<file path="src/rtl/vga_pkg.sv">
// vga_pkg: 640x480@60 timing constants, pixel word layout and shared types
// for the frame-buffer scanout path.
package vga_pkg;

  // Horizontal timing, in pixel clocks
  localparam int H_VISIBLE = 640;
  localparam int H_FP      = 16;
  localparam int H_SYNC    = 96;
  localparam int H_BP      = 48;
  localparam int H_TOTAL   = H_VISIBLE + H_FP + H_SYNC + H_BP;

  // Vertical timing, in lines
  localparam int V_VISIBLE = 480;
  localparam int V_FP      = 10;
  localparam int V_SYNC    = 2;
  localparam int V_BP      = 33;
  localparam int V_TOTAL   = V_VISIBLE + V_FP + V_SYNC + V_BP;

  // Pixel word layout: [3:0] R, [7:4] G, [11:8] B
  localparam int PIX_W   = 12;
  localparam int CH_W    = 4;
  localparam int R_LSB   = 0;
  localparam int G_LSB   = 4;
  localparam int B_LSB   = 8;

  // Counter / coordinate width
  localparam int COORD_W = 11;

  // Width of one test-pattern colour bar in pixels
  localparam int BAR_W_PX = 80;

  typedef logic [COORD_W-1:0] coord_t;
  typedef logic [PIX_W-1:0]   pixel_t;
  typedef logic [CH_W-1:0]    chan_t;

  // Per-pixel control flags travelling down the pipeline with the pixel.
  // hsync/vsync are "inside the sync pulse" (active-high here, inverted at
  // the pins); last marks the final visible pixel of the frame.
  typedef struct packed {
    logic active;
    logic hsync;
    logic vsync;
    logic vblank;
    logic last;
  } ctrl_t;

  // Colour-bar pixel for bar index k: each channel fully on when its bit is set
  function automatic pixel_t bar_pixel(input logic [2:0] k);
    pixel_t p;
    p = '0;
    p[R_LSB +: CH_W] = {CH_W{k[0]}};
    p[G_LSB +: CH_W] = {CH_W{k[1]}};
    p[B_LSB +: CH_W] = {CH_W{k[2]}};
    return p;
  endfunction

endpackage

</file>
<file path="src/rtl/vga_timing.sv">
// vga_timing: free-running horizontal/vertical pixel counters and the raw
// (undelayed) active / sync / blanking decode for the current counter value.
module vga_timing #(
  parameter int H_VISIBLE = vga_pkg::H_VISIBLE,
  parameter int H_FP      = vga_pkg::H_FP,
  parameter int H_SYNC    = vga_pkg::H_SYNC,
  parameter int H_BP      = vga_pkg::H_BP,
  parameter int V_VISIBLE = vga_pkg::V_VISIBLE,
  parameter int V_FP      = vga_pkg::V_FP,
  parameter int V_SYNC    = vga_pkg::V_SYNC,
  parameter int V_BP      = vga_pkg::V_BP
) (
  input  logic            clk,
  input  logic            rst,
  output vga_pkg::coord_t h_cnt,
  output vga_pkg::coord_t v_cnt,
  output vga_pkg::ctrl_t  ctrl
);
  import vga_pkg::*;

  localparam coord_t H_VIS_C  = coord_t'(H_VISIBLE);
  localparam coord_t V_VIS_C  = coord_t'(V_VISIBLE);
  localparam coord_t H_LAST   = coord_t'(H_VISIBLE + H_FP + H_SYNC + H_BP - 1);
  localparam coord_t V_LAST   = coord_t'(V_VISIBLE + V_FP + V_SYNC + V_BP - 1);
  localparam coord_t HS_FIRST = coord_t'(H_VISIBLE + H_FP);
  localparam coord_t HS_LAST  = coord_t'(H_VISIBLE + H_FP + H_SYNC - 1);
  localparam coord_t VS_FIRST = coord_t'(V_VISIBLE + V_FP);
  localparam coord_t VS_LAST  = coord_t'(V_VISIBLE + V_FP + V_SYNC - 1);
  localparam coord_t H_VIS_LAST = coord_t'(H_VISIBLE - 1);
  localparam coord_t V_VIS_LAST = coord_t'(V_VISIBLE - 1);

  // Raster counters: h wraps at end of line, v advances on that wrap
  always_ff @(posedge clk) begin
    if (rst) begin
      h_cnt <= '0;
      v_cnt <= '0;
    end else if (h_cnt == H_LAST) begin
      h_cnt <= '0;
      v_cnt <= (v_cnt == V_LAST) ? '0 : v_cnt + coord_t'(1);
    end else begin
      h_cnt <= h_cnt + coord_t'(1);
    end
  end

  // Decode the current counter position into pipeline control flags
  always_comb begin
    ctrl        = '0;
    ctrl.active = (h_cnt < H_VIS_C) && (v_cnt < V_VIS_C);
    ctrl.hsync  = (h_cnt >= HS_FIRST) && (h_cnt <= HS_LAST);
    ctrl.vsync  = (v_cnt >= VS_FIRST) && (v_cnt <= VS_LAST);
    ctrl.vblank = (v_cnt >= V_VIS_C);
    ctrl.last   = (h_cnt == H_VIS_LAST) && (v_cnt == V_VIS_LAST);
  end

endmodule

</file>
<file path="src/rtl/vga_scanout.sv">
// vga_scanout: reads the frame buffer in raster order and drives a VGA port.
// Pipeline: stage 0 counters, stage 1 read request, stage 2 memory returns
// rd_data, stage 3 output registers. Counter -> pins latency is 3 clocks.
// Optional build macro VGA_TEST_PATTERN_EN adds a test_mode input that
// replaces memory pixels with eight vertical colour bars.
//
// Read port: rd_en/rd_x/rd_y form a request that is valid whenever rd_en=1;
// there is no ready. The memory must return the addressed word on rd_data
// exactly one clock later, and rd_data is sampled unconditionally.
module vga_scanout #(
  parameter int H_VISIBLE = vga_pkg::H_VISIBLE,
  parameter int H_FP      = vga_pkg::H_FP,
  parameter int H_SYNC    = vga_pkg::H_SYNC,
  parameter int H_BP      = vga_pkg::H_BP,
  parameter int V_VISIBLE = vga_pkg::V_VISIBLE,
  parameter int V_FP      = vga_pkg::V_FP,
  parameter int V_SYNC    = vga_pkg::V_SYNC,
  parameter int V_BP      = vga_pkg::V_BP
) (
  input  logic            clk,
  input  logic            rst,
`ifdef VGA_TEST_PATTERN_EN
  input  logic            test_mode,
`endif
  output logic            rd_en,
  output vga_pkg::coord_t rd_x,
  output vga_pkg::coord_t rd_y,
  input  vga_pkg::pixel_t rd_data,
  output vga_pkg::chan_t  vga_r,
  output vga_pkg::chan_t  vga_g,
  output vga_pkg::chan_t  vga_b,
  output logic            vga_hs,
  output logic            vga_vs,
  output logic            vblank,
  output logic            frame_done
);
  import vga_pkg::*;

  coord_t h_cnt;
  coord_t v_cnt;
  ctrl_t  ctrl0;
  ctrl_t  ctrl1;
  ctrl_t  ctrl2;
  pixel_t px;

`ifdef VGA_TEST_PATTERN_EN
  logic       tm1;
  logic       tm2;
  logic [2:0] bar2;
`endif

  vga_timing #(
    .H_VISIBLE (H_VISIBLE),
    .H_FP      (H_FP),
    .H_SYNC    (H_SYNC),
    .H_BP      (H_BP),
    .V_VISIBLE (V_VISIBLE),
    .V_FP      (V_FP),
    .V_SYNC    (V_SYNC),
    .V_BP      (V_BP)
  ) u_timing (
    .clk   (clk),
    .rst   (rst),
    .h_cnt (h_cnt),
    .v_cnt (v_cnt),
    .ctrl  (ctrl0)
  );

  // Stage 1: issue the frame-buffer read and capture the control flags
  always_ff @(posedge clk) begin
    if (rst) begin
      rd_en <= 1'b0;
      rd_x  <= '0;
      rd_y  <= '0;
      ctrl1 <= '0;
`ifdef VGA_TEST_PATTERN_EN
      tm1   <= 1'b0;
`endif
    end else begin
`ifdef VGA_TEST_PATTERN_EN
      rd_en <= ctrl0.active && !test_mode;
      tm1   <= test_mode;
`else
      rd_en <= ctrl0.active;
`endif
      rd_x  <= h_cnt;
      rd_y  <= v_cnt;
      ctrl1 <= ctrl0;
    end
  end

  // Stage 2: delay control alongside the memory access
  always_ff @(posedge clk) begin
    if (rst) begin
      ctrl2 <= '0;
`ifdef VGA_TEST_PATTERN_EN
      tm2   <= 1'b0;
      bar2  <= '0;
`endif
    end else begin
      ctrl2 <= ctrl1;
`ifdef VGA_TEST_PATTERN_EN
      tm2   <= tm1;
      bar2  <= 3'(rd_x / coord_t'(BAR_W_PX));
`endif
    end
  end

  // Pixel source select: memory word, or the colour bar in test mode
  always_comb begin
    px = rd_data;
`ifdef VGA_TEST_PATTERN_EN
    if (tm2) px = bar_pixel(bar2);
`endif
  end

  // Stage 3: output registers with blanking and active-low syncs
  always_ff @(posedge clk) begin
    if (rst) begin
      vga_r      <= '0;
      vga_g      <= '0;
      vga_b      <= '0;
      vga_hs     <= 1'b1;
      vga_vs     <= 1'b1;
      vblank     <= 1'b0;
      frame_done <= 1'b0;
    end else begin
      vga_r      <= ctrl2.active ? px[R_LSB +: CH_W] : '0;
      vga_g      <= ctrl2.active ? px[G_LSB +: CH_W] : '0;
      vga_b      <= ctrl2.active ? px[B_LSB +: CH_W] : '0;
      vga_hs     <= !ctrl2.hsync;
      vga_vs     <= !ctrl2.vsync;
      vblank     <= ctrl2.vblank;
      frame_done <= ctrl2.last;
    end
  end

endmodule

</file>
<file path="config.mk">
export PLATFORM = sky130hd
export DESIGN_NAME = vga_scanout
export DESIGN_NICKNAME = d
export VERILOG_FILES = /design/src/rtl/vga_pkg.sv /design/src/rtl/vga_timing.sv /design/src/rtl/vga_scanout.sv
export SDC_FILE = /design/constraint.sdc
export NUM_CORES = 1
export LEC_CHECK = 0
export BUFFER_PORTS_ARGS = -buffer_cell sky130_fd_sc_hd__buf_4
export CAP_MARGIN = 15
export CORE_MARGIN = 2
export CORE_UTILIZATION = 57
export CTS_CLUSTER_SIZE = 40
export DETAILED_ROUTE_END_ITERATION = 10
export PLACE_DENSITY = 0.83
export SYNTH_ARGS = -nofsm -noshare
export SYNTH_HDL_FRONTEND = slang
export SYNTH_HIERARCHICAL = 1
export SYNTH_SLANG_ARGS = --single-unit
</file>
<file path="constraint.sdc">
create_clock -name clk -period 3.52 [get_ports clk]
set_clock_uncertainty 0.2 [all_clocks]
set_input_delay 0.704 -clock clk [delete_from_list [all_inputs] [get_ports clk]]
set_output_delay 0.704 -clock clk [all_outputs]
set_load 0.02 [all_outputs]
</file>
==> run metrics, run 1 <==
LEAKAGE 0.00130 uW; Max VDD drop 0.000349 V; Combinational Power Share 3.6%; synthesized area 2480 um2; WP data required 3600 ps; Rel. slew slack 67.9%; Place WS 1130 ps; Min-Delay Path Class register to register; P&R area growth vs syn 23.5%; clock share of power 42.6%; DRC violations left 0; DIE WIDTH 70.0 um; R2R Path End u_timing/v_cnt[10]; Arr. time, crit path 2500 ps; Synth cell types 37; multiplexer area fraction after synthesis 0.403%; unrepaired setup endpoints after global routing false; syn nets 255; max cap viols 0; DR WL/cell 13.1 um; power per cell area 492 nW/um2; number of synthesized register bits 70; # hold bufs at CTS 0; largest family of logic cells by synthesized area simple AND/OR/NAND/NOR gates; Gate Count Post-Synth 237; via count 1,798; H-tree depth 3; Ports 53; Switch Pwr 316 uW; worst r2r src u_timing/h_cnt[0]; met1 Use GR 23.7%; die height 70.0 um; post-synthesis compound-gate area fraction 6.05%; Total Nets Final 308; fin. max-slew vios 0; crit path time final 2430 ps; sw frac 20.9%; met2 usage 28.8%; Total Routing Usage GR 19.6%; largest net degree at the start of global routing 56; worst-path maximum fanout 22; post-DP HPWL 3.06 mm; Antenna Violating Nets Remaining 0; crit path kind register to register; layout cells sized above 1 23.1%; vias per cell 5.18; measured slew at the worst slew-check pin 482 ps; DR iter-0 viols 74; Hold Path Depth 1; first-pass GRT wire length 7.31 mm; FF-to-FF path depth 5; Port Buf Inserts 52; Sequential Power Share 53.7%; Clock Pin Slew Worst Setup and Hold Paths 70 ps; number of global-route vias before repair 1,599; setup ws final 1090 ps; sequential share of the synthesized area 56.4%; period utilization 68.9%; drt pass-1 iters 4; R2R Setup Slk 1090 ps; # setup viols final 0; postcts setup bufs 0; Initial Utilization 58.2%; Finished Core Util 71.9%; crit start category register; PostCTS Resize Cnt 0; clk_lat worst skew 340 ps; synthesized-area fraction occupied by adder cells 2.02%; fraction of the mapped netlist area in simple logic gates 27.8%; synth warn 6; RD Place Congestion 0.806; Setup TNS 0 ps; Core Rows 24; Synth Area in XOR/XNOR 3.53%; met3 Use GR 8.37%; antenna cells 0; total die area 4900 um2; Int Pwr 1200 uW; final WL 4.56 mm; CTS Buffer Depth 2; worst hold endpoint vga_hs; GR Overflow Total 0; core area 4260 um2; f_max 0.412 GHz; Mean Syn Cell Area 10.5 um2; hold path startpoint ctrl2[3]; status finished clean; CTS root buf clkbuf_8; total CTS buffers 9; Fin. Hold Viols 0; initial antenna violation count 0; Worst setup EP type register; CTS tree done; GRT Max-Usage Layer met2; clock sinks 70
worst max-delay path, cell delays in order, from the launching register on:
cell and delay [ps]:
dfxtp_1 390, ha_1 230, nand4_1 220, or4_4 670
or4_1 510, a21oi_1 150
through the flow:
stage                     area (um2)  std cells  power (uW)  hold WS (ps)
final                           3070        347        1510           179
after global routing            3070        347        1560           197
after CTS                       3070        347        1530           181
after detailed placement        2870        331         885           165
after global placement          2870        331         883           161
after floorplan                 2480        237         860           155
how the worst max path moves through the flow:
stage | depth (start not counted) | slack (ps) | start | endpoint
6_report | 5 | 1090 | u_timing/h_cnt[0] | u_timing/v_cnt[10]
3_3_place_gp | 5 | 1220 | u_timing/h_cnt[0] | u_timing/v_cnt[10]
2_1_floorplan | 6 | 1350 | u_timing/h_cnt[0] | u_timing/v_cnt[6]
5_1_grt | 5 | 940 | u_timing/h_cnt[0] | u_timing/v_cnt[8]
4_1_cts | 5 | 1110 | u_timing/h_cnt[0] | u_timing/v_cnt[8]
3_5_place_dp | 5 | 1130 | u_timing/h_cnt[0] | u_timing/v_cnt[8]
placed cells by master (no fill, tap or decap), types with 2 or more instances in the layout:
cell	synthesis	layout
dfxtp_1	70	70
buf_4	0	52
nor2b_1	35	35
nor2_1	16	16
and3b_1	12	12
clkbuf_8	0	11
a21oi_1	8	8
nand2_1	7	7
or3_1	7	7
xnor2_1	7	7
inv_1	6	6
o21ai_0	6	6
nand4_1	6	6
nand3_1	6	6
ha_1	4	4
nand2b_1	3	3
and4_1	3	3
and3_1	3	3
xor2_1	3	3
o31ai_1	3	3
or4_1	3	3
clkbuf_1	2	2
nor3_1	2	2
nor3b_1	2	2
a31oi_1	2	2
nor4_1	2	2
synthesized netlist by cell type:
library cell | n | area, um2
o21ai_0 | 6 | 30.0
nor3b_1 | 2 | 15.0
nand3_1 | 6 | 30.0
clkbuf_1 | 2 | 7.51
buf_2 | 4 | 20.0
o21bai_2 | 1 | 11.3
dfxtp_1 | 70 | 1400
nand2_1 | 7 | 26.3
inv_1 | 6 | 22.5
nor2_1 | 16 | 60.1
nand4_1 | 6 | 37.5
o21a_1 | 1 | 7.51
nor4bb_1 | 1 | 10.0
ha_1 | 4 | 50.1
a31oi_1 | 2 | 12.5
and2_1 | 1 | 6.26
nand2b_1 | 3 | 18.8
buf_6 | 4 | 45.0
and3b_1 | 12 | 105
mux2i_1 | 1 | 10.0
or2b_1 | 1 | 7.51
or4_4 | 1 | 11.3
nor4b_1 | 1 | 8.76
nor4_1 | 2 | 12.5
o21bai_1 | 1 | 7.51
nor3_1 | 2 | 10.0
and3_1 | 3 | 18.8
xnor2_1 | 7 | 61.3
o311a_1 | 1 | 10.0
or3_1 | 7 | 43.8
xor2_1 | 3 | 26.3
and4_1 | 3 | 26.3
o31ai_1 | 3 | 22.5
nor2b_1 | 35 | 219
a21oi_1 | 8 | 40.0
o311ai_0 | 1 | 8.76
or4_1 | 3 | 22.5
flip-flops by register name, indices dropped and copies added, names as in the netlist:
signal	cells
vga_hs	1
vga_g	4
u_timing/v_cnt	11
vga_vs	1
rd_y	11
rd_x	11
vblank	1
vga_b	4
ctrl2	5
frame_done	1
ctrl1	5
u_timing/h_cnt	11
vga_r	4
metal layers:
metal	up-vias	part of all wire, %	wire length, um
met2	59	45	2060
li1	915	-	-
met3	10	6.4	293
met5	-	0	0
met4	0	2.8	129
met1	814	45	2070
cells by family (layout without fill, tap and decap cells):
group           Yosys count  count (layout)
simple gates            112             112
fa+ha+maj                 4               4
mux                       1               1
xor+xnor                 10              10
compound gates           24              24
flops                    70              70
buf+inv                  16              74
final cells by class:
class | instances | area, um2
flip-flops and latches | 70 | 1400
fillers | 304 | 1200
multi-input cells | 151 | 987
repair buffers | 52 | 390
clock buffers | 13 | 159
well taps | 52 | 65.1
clock inverters | 3 | 42.5
inverters | 6 | 22.5
power groups by stage:
stage	clock network, uW	registers [uW]	logic (uW)
after floorplan	0	835	24.9
after global placement	0	829	54.5
after detailed placement	0	829	55.6
after CTS	661	811	55.8
after global routing	691	812	60.0
final	644	811	55.1
Note: power is estimated with default switching activity, not from simulation.
==> inputs of run 2 (changes only) <==
--- a/config.mk
+++ b/config.mk
@@ -8,10 +8,10 @@
 export BUFFER_PORTS_ARGS = -buffer_cell sky130_fd_sc_hd__buf_4
 export CAP_MARGIN = 15
 export CORE_MARGIN = 2
-export CORE_UTILIZATION = 57
+export CORE_UTILIZATION = 48
 export CTS_CLUSTER_SIZE = 40
 export DETAILED_ROUTE_END_ITERATION = 10
-export PLACE_DENSITY = 0.83
+export PLACE_DENSITY = 0.74
 export SYNTH_ARGS = -nofsm -noshare
 export SYNTH_HDL_FRONTEND = slang
 export SYNTH_HIERARCHICAL = 1
==> constraint.sdc (replaced) <==
create_clock -name clk -period 2.1 [get_ports clk]
set_clock_uncertainty 0.2 [all_clocks]
set_input_delay 0.42 -clock clk [delete_from_list [all_inputs] [get_ports clk]]
set_output_delay 0.42 -clock clk [all_outputs]
set_load 0.02 [all_outputs]
==> run 2 against run 1 <==
The flow now finishes with violations (setup timing). Worst hold slack got worse by 53 ps. Sequential share of layout area down 2.9 points. Die area grew 18%. Via count up 6.6%. Sequential power up 68%. Total power is 70% higher. Core utilization fell by 6.9 points. Combinational power is 100% higher. Critical path type unchanged. Critical endpoint is now u_timing/v_cnt[4]. Largest power group unchanged. Highest routed layer unchanged.
==> run metrics, run 2 (synthesized netlist as in run 1, its figures left out) <==
status complete, but fails checks; failing checks setup timing; number of global-route vias before repair 1,884; setup ws final -2.27 ps; clock sinks 70; Rel. slew slack 78.9%; most frequent cells in the layout 69 x buf_4, 69 x dfxtp_1, 35 x nor2b_1; via count 1,916; Arr. time, crit path 2180 ps; Buf/Inv on CP 1; Largest stage delay, worst path 550 ps; clock share of power 42.8%; Min-Delay Path Class primary input to register; largest net degree at the start of global routing 35; first-pass GRT wire length 8.56 mm; # setup viols final 1; final WL 4.99 mm; final instance area 3280 um2; sw frac 21.4%; H-tree depth 3; Core Rows 26; fin. max-slew vios 0; Int Pwr 2010 uW; crit path time final 2100 ps; max cap viols 0; unrepaired setup endpoints after global routing true; # hold bufs at CTS 0; Sequential Power Share 52.9%; crit path kind register to register; WP data required 2170 ps; Max VDD drop 0.000445 V; DR WL/cell 13.0 um; f_max 0.476 GHz; Total Nets Final 328; DR iter-0 viols 59; die height 75.9 um; P&R area growth vs syn 32.1%; CP Cell Sequence or3_4 > or4_4 > buf_6 > or3_1 > a21oi_1; measured slew at the worst slew-check pin 312 ps; Switch Pwr 549 uW; core area 5040 um2; Placed Area 3020 um2; total die area 5770 um2; Port Buf Inserts 52; DRC violations left 0; total CTS buffers 9; vias per cell 4.98; RD Place Congestion 0.836; Clock Pin Slew Worst Setup and Hold Paths 70 ps; CTS tree done; layout cells sized above 1 29.8%; Total Routing Usage GR 18.5%; drt pass-1 iters 4; critical path's top delay family simple AND/OR/NAND/NOR gates; period utilization 100%; worst-path maximum fanout 8; DIE WIDTH 75.9 um; Initial Utilization 49.3%; crit start category register; Finished Core Util 65.1%; Ports 53; initial antenna violation count 0; Fin. Hold Viols 0; CP max stage cell or4_4; CTS Buffer Depth 2; GR Overflow Total 0; LEAKAGE 0.00140 uW; post-DP HPWL 3.30 mm; Combinational Power Share 4.3%; antenna cells 0; power per cell area 781 nW/um2; Antenna Violating Nets Remaining 0; clk_lat worst skew 330 ps; Worst setup EP type register; CTS root buf clkbuf_8
run 2: cell types whose count changed in the layout (fill, tap and decap cells not counted), sizes merged:
| cell | previous run | this run |
|---|---|---|
| buf | 52 | 71 |
| clkbuf | 13 | 11 |
| clkinvlp | 1 | 3 |
| or4 | 4 | 5 |
run 2: power groups by stage:
stage                     Sequential [uW]  Clock (uW)  Combinational, uW
after floorplan                      1400           0               42.1
after global placement               1390           0                107
after detailed placement             1390           0                108
after CTS                            1360        1120                109
after global routing                 1360        1180                120
final                                1360        1100                111
run 2: metrics by stage:
| step | setup TNS, ps | worst slack, ps | instances | hold WS, ps | power, uW |
|---|---|---|---|---|---|
| floorplan | -70.1 | -46.2 | 237 | 155 | 1440 |
| global placement | 0 | 7.87 | 366 | 164 | 1490 |
| global route | -480 | -64.7 | 385 | 112 | 2660 |
| finish | -2.27 | -2.27 | 385 | 126 | 2560 |
| detailed placement | -68.1 | -32.1 | 366 | 167 | 1490 |
| CTS | -75.2 | -31.7 | 384 | 112 | 2580 |
run 2: layout make-up:
class	instances	area, um2
multi-input combinational	152	1020
inverter	6	22.5
clock inverter	5	57.6
sequential	70	1400
fill	406	1760
tap	70	87.6
timing repair buffer	71	541
clock buffer	11	151
run 2: what timing repair did:
action                                  in CTS  in global routing
setup buffers                                1                  0
gates resized for setup                      5                  4
gates cloned                                 1                  1
pin swaps                                    6                  2
endpoints found under the setup margin       4                 19
run 2: worst paths after layout:
path	slack (ps)	depth (start not counted)	from	endpoint
setup / recovery	-2	5	u_timing/h_cnt[5]	u_timing/v_cnt[4]
setup reg to reg	-2	5	u_timing/h_cnt[5]	u_timing/v_cnt[4]
hold reg to reg	180	1	ctrl2[3]	vga_hs
hold / removal	130	2	rd_data[11]	vga_b[3]
run 2: layer usage:
layer	track usage [%]	share of wire, %
met1	22.2	45
met2	29.4	46
met3	6.31	6.8
met4	9.82	1.9
met5	0	0
